`src/rtl/aurora_tx_arbiter.sv`:
```
// Round-robin burst arbiter feeding one Aurora TX FIFO read port from N_SRC source FIFOs.
// Define AURORA_TX_ARB_TRAILER_EN to append an XOR checksum trailer word to every burst.
module aurora_tx_arbiter #(
    parameter int         N_SRC     = 4,
    parameter int         BURST_LEN = 16,
    parameter int         CNT_W     = 10,
    parameter logic [7:0] SYNC      = 8'hA5
) (
    input  logic                   user_clk,
    input  logic                   RESET_N,
    input  logic                   CHANNEL_UP,
    input  logic [N_SRC-1:0]       src_en_i,
    input  logic [32*N_SRC-1:0]    src_dat_i,
    input  logic [N_SRC-1:0]       src_empty_i,
    input  logic [CNT_W*N_SRC-1:0] src_cnt_i,
    output logic [N_SRC-1:0]       src_rd_o,
    output logic [31:0]            aur_dat_o,
    output logic                   aur_empty_o,
    input  logic                   aur_rd_i,
    output logic [N_SRC-1:0]       grant_o,
    output logic                   busy_o,
    output logic                   abort_o,
    output logic [15:0]            burst_cnt_o
);

    localparam int               DATA_W      = 32;
    localparam int               IDX_W       = $clog2(N_SRC);
    localparam logic [CNT_W-1:0] BURST_THR   = CNT_W'(BURST_LEN);
    localparam logic [7:0]       BURST_LEN_B = 8'(BURST_LEN);

    typedef enum logic [1:0] {
        IDLE = 2'd0,
        HDR  = 2'd1,
`ifdef AURORA_TX_ARB_TRAILER_EN
        DATA = 2'd2,
        TRL  = 2'd3
`else
        DATA = 2'd2
`endif
    } state_t;

    state_t             state, state_nxt;
    logic [IDX_W-1:0]   gidx, rr_ptr, pick;
    logic               pick_vld;
    logic [N_SRC-1:0]   elig;
    logic [DATA_W-1:0]  src_word [N_SRC];
    logic [7:0]         seq, wcnt;
    logic               link_empty, pop;
`ifdef AURORA_TX_ARB_TRAILER_EN
    logic [DATA_W-1:0]  xor_acc;
`endif

    // First requester strictly after the last grant, wrapping modulo N_SRC; MSB flags a hit.
    function automatic logic [IDX_W:0] rr_pick(input logic [N_SRC-1:0] req,
                                               input logic [IDX_W-1:0] last);
        logic [IDX_W:0]   res;
        logic [IDX_W-1:0] idx;
        res = '0;
        for (int i = N_SRC; i >= 1; i--) begin
            idx = IDX_W'((int'(last) + i) % N_SRC);
            if (req[idx]) res = {1'b1, idx};
        end
        return res;
    endfunction

    always_comb begin
        for (int k = 0; k < N_SRC; k++) begin
            elig[k]     = CHANNEL_UP & src_en_i[k] & (src_cnt_i[k*CNT_W +: CNT_W] >= BURST_THR);
            src_word[k] = src_dat_i[k*DATA_W +: DATA_W];
        end
    end

    assign {pick_vld, pick} = rr_pick(elig, rr_ptr);

    always_ff @(posedge user_clk or negedge RESET_N) begin
        if (!RESET_N) state <= IDLE;
        else          state <= state_nxt;
    end

    // Losing the channel overrides any pop, so an abort never completes a burst.
    always_comb begin
        state_nxt = state;
        case (state)
            IDLE: if (pick_vld) state_nxt = HDR;
            HDR: begin
                if (!CHANNEL_UP) state_nxt = IDLE;
                else if (pop)    state_nxt = DATA;
            end
            DATA: begin
                if (!CHANNEL_UP) state_nxt = IDLE;
`ifdef AURORA_TX_ARB_TRAILER_EN
                else if (pop && wcnt == 8'd1) state_nxt = TRL;
            end
            TRL: begin
                if (!CHANNEL_UP) state_nxt = IDLE;
                else if (pop)    state_nxt = IDLE;
`else
                else if (pop && wcnt == 8'd1) state_nxt = IDLE;
`endif
            end
            default: state_nxt = IDLE;
        endcase
    end

    always_comb begin
        aur_dat_o  = '0;
        link_empty = 1'b1;
        src_rd_o   = '0;
        case (state)
            HDR: begin
                aur_dat_o  = {SYNC, 8'(gidx), seq, BURST_LEN_B};
                link_empty = ~CHANNEL_UP;
            end
            DATA: begin
                aur_dat_o      = src_word[gidx];
                link_empty     = src_empty_i[gidx] | ~CHANNEL_UP;
                src_rd_o[gidx] = aur_rd_i & ~link_empty;
            end
`ifdef AURORA_TX_ARB_TRAILER_EN
            TRL: begin
                aur_dat_o  = xor_acc;
                link_empty = ~CHANNEL_UP;
            end
`endif
            default: ;
        endcase
    end

    assign aur_empty_o = link_empty;
    assign pop         = aur_rd_i & ~link_empty;
    assign busy_o      = (state != IDLE);

    always_ff @(posedge user_clk or negedge RESET_N) begin
        if (!RESET_N) begin
            gidx        <= '0;
            rr_ptr      <= IDX_W'(N_SRC - 1);
            grant_o     <= '0;
            seq         <= '0;
            wcnt        <= '0;
            burst_cnt_o <= '0;
            abort_o     <= 1'b0;
`ifdef AURORA_TX_ARB_TRAILER_EN
            xor_acc     <= '0;
`endif
        end else begin
            abort_o <= (state != IDLE) && !CHANNEL_UP;
            if (state != IDLE && !CHANNEL_UP) begin
                grant_o <= '0;
            end else begin
                case (state)
                    IDLE: if (pick_vld) begin
                        gidx    <= pick;
                        rr_ptr  <= pick;
                        grant_o <= N_SRC'(1) << pick;
                    end
                    HDR: begin
`ifdef AURORA_TX_ARB_TRAILER_EN
                        xor_acc <= '0;
`endif
                        if (pop) begin
                            seq  <= seq + 8'd1;
                            wcnt <= BURST_LEN_B;
                        end
                    end
                    DATA: if (pop) begin
                        wcnt <= wcnt - 8'd1;
`ifdef AURORA_TX_ARB_TRAILER_EN
                        xor_acc <= xor_acc ^ aur_dat_o;
`else
                        if (wcnt == 8'd1) begin
                            burst_cnt_o <= burst_cnt_o + 16'd1;
                            grant_o     <= '0;
                        end
`endif
                    end
`ifdef AURORA_TX_ARB_TRAILER_EN
                    TRL: if (pop) begin
                        burst_cnt_o <= burst_cnt_o + 16'd1;
                        grant_o     <= '0;
                    end
`endif
                    default: ;
                endcase
            end
        end
    end

endmodule

```
`config.mk`:
```
export PLATFORM = sky130hd
export DESIGN_NAME = aurora_tx_arbiter
export DESIGN_NICKNAME = d
export VERILOG_FILES = /design/src/rtl/aurora_tx_arbiter.sv
export SDC_FILE = /design/constraint.sdc
export NUM_CORES = 1
export LEC_CHECK = 0
export CAP_MARGIN = 0
export CORE_ASPECT_RATIO = 0.8
export CORE_MARGIN = 10
export CORE_UTILIZATION = 40
export CTS_CLUSTER_DIAMETER = 200
export CTS_CLUSTER_SIZE = 24
export DETAILED_ROUTE_END_ITERATION = 10
export PLACE_DENSITY = 0.88
export SLEW_MARGIN = 20
export SYNTH_ARGS = -nofsm -noshare
export SYNTH_HDL_FRONTEND = slang
export SYNTH_SLANG_ARGS = --single-unit
export TNS_END_PERCENT = 20
```
`constraint.sdc`:
```
create_clock -name user_clk -period 7.3 [get_ports user_clk]
set_input_delay 1.825 -clock user_clk [delete_from_list [all_inputs] [get_ports user_clk]]
set_output_delay 1.825 -clock user_clk [all_outputs]
set_load 0.03 [all_outputs]
```
# Word-level counts from Yosys, hierarchy flattened
# Cells that the tools add are included.
dict set report totals {
  regBits 43
  word_cells 105
  output_inout_bits 59
  input_bits 180
}
dict set report op_classes {
  mux 36
  eq_ne 11
  n_reduce_logical 14
  n_lt_le_gt_ge 11
  shifts 1
  n_bitwise 17
  n_addsub 7
}
# operator count
set op_table {}
lappend op_table {{$bmux 32 s2} 1}
lappend op_table {{$mux 32} 2}
lappend op_table {{$pmux 32 s2} 1}
lappend op_table {{$ge 10x5->1 const B} 4}
lappend op_table {{$mux 4} 5}
lappend op_table {{$add 16x1->16 const B} 1}
lappend op_table {{$mux 8} 2}
lappend op_table {{$pmux 8 s2} 1}
lappend op_table {{$lt 2x3->1 const B} 5}
lappend op_table {{$ne 3x3->1 const B} 5}
lappend op_table {{$mux 3} 4}
lappend op_table {{$reduce_and 4->1} 3}
lappend op_table {{$and 1x1->1} 10}
lappend op_table {{$bmux 1 s2} 5}
lappend op_table {{$mux 2} 5}
lappend op_table {{$reduce_and 3->1} 3}
lappend op_table {{$add 8x1->8 const B} 1}
lappend op_table {{$eq 8x1->1 const B} 1}
lappend op_table {{$pmux 4 s2} 1}
lappend op_table {{$sub 8x1->8 const B} 1}
lappend op_table {{$mux 1} 6}
lappend op_table {{$ne 2x2->1 const B} 3}
lappend op_table {{$pmux 2 s3} 1}
lappend op_table {{$add 2x1->2 const B} 2}
lappend op_table {{17 further kinds} 24}

# Depth between registers and ports, before layout
dict set report depth {
  word_depth 12
  mapped_depth 9
  depth_no_buf 7
}

# Least setup slack after synthesis
# OpenSTA, ideal clock, no wires.
dict set report synth_timing {
  path_type {input port to output port}
  startpoint {input src_empty_i[3]}
  endpoint {output src_rd_o[2]}
  path_buffers 1
  required_time_ns 5.475
  setup_slack_ns 2.158
  arrival_ns 3.317
  stages 6
  path_cell_list {mux2_2 and2_1 clkbuf_1 nor2_1 nand2_1 nor3_1}
}
dict set report synth_between {
  elab_chain_len 7
}
# item line
set synth_lines {}
lappend synth_lines {{from (decl)} 14} ;# input logic [N_SRC-1:0] src_empty_i,
lappend synth_lines {{$bmux 1 s2} 116} ;# link_empty = src_empty_i[gidx] | ~CHANNEL_UP;
lappend synth_lines {{$mux 1 (implied by the code)} 116}
lappend synth_lines {{$or 1x1->1} 116}
lappend synth_lines {{$not 1->1} 117} ;# src_rd_o[gidx] = aur_rd_i & ~link_empty;
lappend synth_lines {{$and 1x1->1} 117}
lappend synth_lines {{$and 4x4->4 (no source line)} n/a}
lappend synth_lines {{$mux 4} 109} ;# case (state)
lappend synth_lines {{to (decl)} 16} ;# output logic [N_SRC-1:0] src_rd_o,
# No other way between the ends. The select of a mux whose other input is x is not followed.

# Worst setup path in the final report
dict set report layout_timing {
  startpoint {input src_empty_i[1]}
  endpoint {output aur_empty_o}
}
dict set report layout_between {
  elab_chain_len 4
}
# item line
set layout_lines {}
lappend layout_lines {{$bmux 1 s2} 116}
lappend layout_lines {{$mux 1 (implied by the code)} 116}
lappend layout_lines {{$or 1x1->1} 116}
lappend layout_lines {{$pmux 1 s2} 109}
lappend layout_lines {{to (decl)} 18} ;# output logic aur_empty_o,
# No other way between the ends. The select of a mux whose other input is x is not followed.

==> summary.md <==
| Metric | Value |
|---|---|
| Antenna Cells | 0 |
| CTS clk-pin slew, worst paths | approximately 0.06 ns |
| Pwr/cell area | about 270 nW/um^2 |
| CTS Hold Bufs | 0 |
| Fmax | 0.164 GHz |
| Max transition margin | 0.366 |
| Post-route cell area | approximately 6100 um^2 |
| Ys async rst share | 1.00 |
| DP Area | 5890 um^2 |
| DP HPWL | around 13000 um |
| RSZ-0062 raised after global routing | no |
| TritonCTS Buffers | 5 |
| Post-synth EDFFs | 0 |
| Post-Route WL | 15700 um |
| Core area | between 8000 and 9000 um^2 |
| DP Worst Slack | 1.22 ns |
| Worst Path Max Fanout | 9 |
| Total number of vias | ~3900 |
| Drt pass-1 iters | 4 |
| Status | complete, no violations |
| Setup ws final | approximately 1.2 ns |
| Placement Rows | 30 |
| Setup TNS | 0 ns |
| Critical path class | in2out |
| I/O Buffers | 222 |
| Initial Utilization | 0.418 |
| Grt ovf | 0 |
| Net count reported at finish | 738 |
| Max Slew Vio Count | 0 |
| Vias in the first global route | 4122 |
| DR WL/cell | around 24 um |
| Crit path launch type | primary input |
| Remaining DRCs | 0 |
| Cell variety after synth | 62 |
| Main synth FF type | dfrtp_1 |
| Crit. End Element | primary output |
| Layout cell share with drive strength beyond 1 | 0.120 |
| Syn_nets | approximately 530 |
| Setup-failing EPs final | 0 |
| Area Overhead vs Synth | 68.0% |
| Post-route ant nets | 0 |
| Ys Warns | 0 |
| Largest net degree at the start of global routing | 44 |
| Placed instance count | 655 |
| Final worst-path cycle share | 0.835 |
| Setup Skew | 0.00622 ns |
| Via density per instance | slightly below 6 |
| Fin. Hold Viols | 0 |
| First-pass GRT wire length | 23800 um |
| Synthesized cell area | 3610 um^2 |
| Die area | between 10000 and 15000 um^2 |
| Most common cell after layout, fill and taps aside | clkdlybuf4s50_1 |
| GRT Overall Usage | 0.226 |
| Synthesized instance count | between 300 and 400 |
| Initial antenna violation count | 0 |
| Worst Hold Class | reg2reg |
| Crit path required time | 5.48 ns |
| CTS tree | built |
| Least-Margin Pin Slew | ~0.95 ns |
| Post-CTS setup buffer count | 0 |
| DR iter-0 viols | approximately 280 |
| Non-Filler Instances | 664 |
| Most frequent cells in the layout | clkdlybuf4s50_1, dfrtp_1, mux4_2 |
| Seq/Total Area, Yosys | 0.299 |
| Worst EP arrival | approximately 4.3 ns |
| Worst-Skew Late Latency | 0.29 ns |
| Final Wtd Congestion | approximately 0.87 |
| Root buffer cell | clkbuf_16 |
| Htree depth | 2 |
| Clk sink count | 43 |
| Max Cap Viol | 0 |
| Clk buf depth | 2 |
| Post-CTS Resized | 0 |
| Synth Register Bits | between 40 and 50 |
| Leak | around 2.4 nW |
| # IOs | 239 |
| Die outline width | roughly 130 um |
| Peak VDD IR | approximately 0.2 mV |
| Mapped Avg Cell Area | 10.5 um^2 |
| Period minus WS final | 6.10 ns |
| Die span in y | around 100 um |
worst paths after layout:
kind / startpoint / to / slack, ns / cells after the start
min reg2reg: seq[7]$_DFFE_PN0P_ / seq[7]$_DFFE_PN0P_ / 0.47 / 1
min in group asynchronous: RESET_N / burst_cnt_o[1]$_DFFE_PN0P_ / 1.68 / 1
max reg2reg: state[0]$_DFFE_PN0P_ / burst_cnt_o[7]$_DFFE_PN0P_ / 4.56 / 6
min: seq[7]$_DFFE_PN0P_ / seq[7]$_DFFE_PN0P_ / 0.47 / 1
max in group asynchronous: RESET_N / gidx[0]$_DFFE_PN0P_ / 4.97 / 1
max: src_empty_i[1] / aur_empty_o / 1.20 / 6
layer usage:
metal	track usage	up-vias	share of wire
li1	-	1749	-
met1	0.265	1919	0.39
met2	0.395	169	0.52
met3	0.0606	26	0.073
met4	0.0641	0	0.021
met5	0	-	0
metrics by stage:
step	power, W	hold WS (ns)	utilization
3_3_place_gp	0.00134	0.458	0.682
6_report	0.00161	0.472	0.702
5_1_grt	0.00170	0.494	0.702
2_1_floorplan	0.00101	0.446	-
3_5_place_dp	0.00137	0.465	0.682
4_1_cts	0.00160	0.476	0.700
registers in the layout, summed over array words and instances (netlist names):
register / cells
wcnt: 8
seq: 8
abort_o: 1
state: 2
burst_cnt_o: 16
grant_o: 4
gidx: 2
rr_ptr: 2
cells by family (layout without fill, tap and decap cells):
kind of cell / count (synthesis) / after routing / share of synthesized area
adders and majority gates: 8 / 8 / 0.0271
AOI/OAI and AO/OA: 65 / 65 / 0.138
DFF: 43 / 43 / 0.299
and+or+nand+nor: 120 / 120 / 0.202
buffers and inverters: 39 / 249 / 0.0430
xor gates and xnor gates: 22 / 22 / 0.0534
muxes: 45 / 45 / 0.238
critical path, cell delays in order:
cell and delay [ns]:
clkdlybuf4s50_1 0.47, mux2i_1 0.10, o21ai_1 0.59, o21ai_1 0.36, nand3_1 0.23, clkdlybuf4s50_1 0.69
layout make-up:
| cell class | count | area (um^2) |
|---|---|---|
| tap | 112 | 140 |
| inverter | 15 | 56.3 |
| clock inverter | 2 | 16.3 |
| sequential | 43 | 1080 |
| clock buffer | 6 | 139 |
| multi-input combinational | 260 | 2370 |
| timing repair buffer | 226 | 2250 |
| fill | 647 | 2570 |
cell usage after synthesis (2+ instances only):
| cell type | number | area [um^2] |
|---|---|---|
| nor3_1 | 9 | 45.0 |
| dfrtp_1 | 41 | 1030 |
| mux4_2 | 32 | 721 |
| inv_1 | 14 | 52.6 |
| buf_1 | 8 | 30.0 |
| a21oi_1 | 3 | 15.0 |
| o21a_1 | 2 | 15.0 |
| xnor2_1 | 13 | 114 |
| nand4_1 | 16 | 100 |
| nand2b_1 | 2 | 12.5 |
| nor4_1 | 5 | 31.3 |
| mux2i_1 | 8 | 80.1 |
| or4_1 | 5 | 37.5 |
| nor2_1 | 13 | 48.8 |
| nor4_4 | 2 | 42.5 |
| o21ai_1 | 2 | 10.0 |
| o21ai_0 | 10 | 50.1 |
| clkbuf_1 | 14 | 52.6 |
| o32ai_1 | 4 | 35.0 |
| mux2_2 | 5 | 56.3 |
| a31oi_1 | 2 | 12.5 |
| o31ai_1 | 5 | 37.5 |
| nor3_2 | 2 | 20.0 |
| o211ai_1 | 2 | 15.0 |
| nand3_1 | 10 | 50.1 |
| and3_1 | 5 | 31.3 |
| ha_1 | 7 | 87.6 |
| xor2_1 | 9 | 78.8 |
| or3_1 | 2 | 12.5 |
| nand2_1 | 14 | 52.6 |
| and2_1 | 27 | 169 |
| dfstp_2 | 2 | 52.6 |
| a41oi_1 | 2 | 17.5 |
| a21o_1 | 5 | 37.5 |
| a22o_1 | 12 | 105 |
| o22a_1 | 2 | 17.5 |
where the power goes:
| part | switching [W] | internal, W | leakage (nW) |
|---|---|---|---|
| Sequential | 0.0000712 | 0.000296 | 0.572 |
| Combinational | 0.000517 | 0.000490 | 1.74 |
| Clock | 0.0000947 | 0.000137 | 0.0731 |
| Total | 0.000683 | 0.000923 | 2.38 |
No activity file was read; power rests on OpenSTA's default activity.
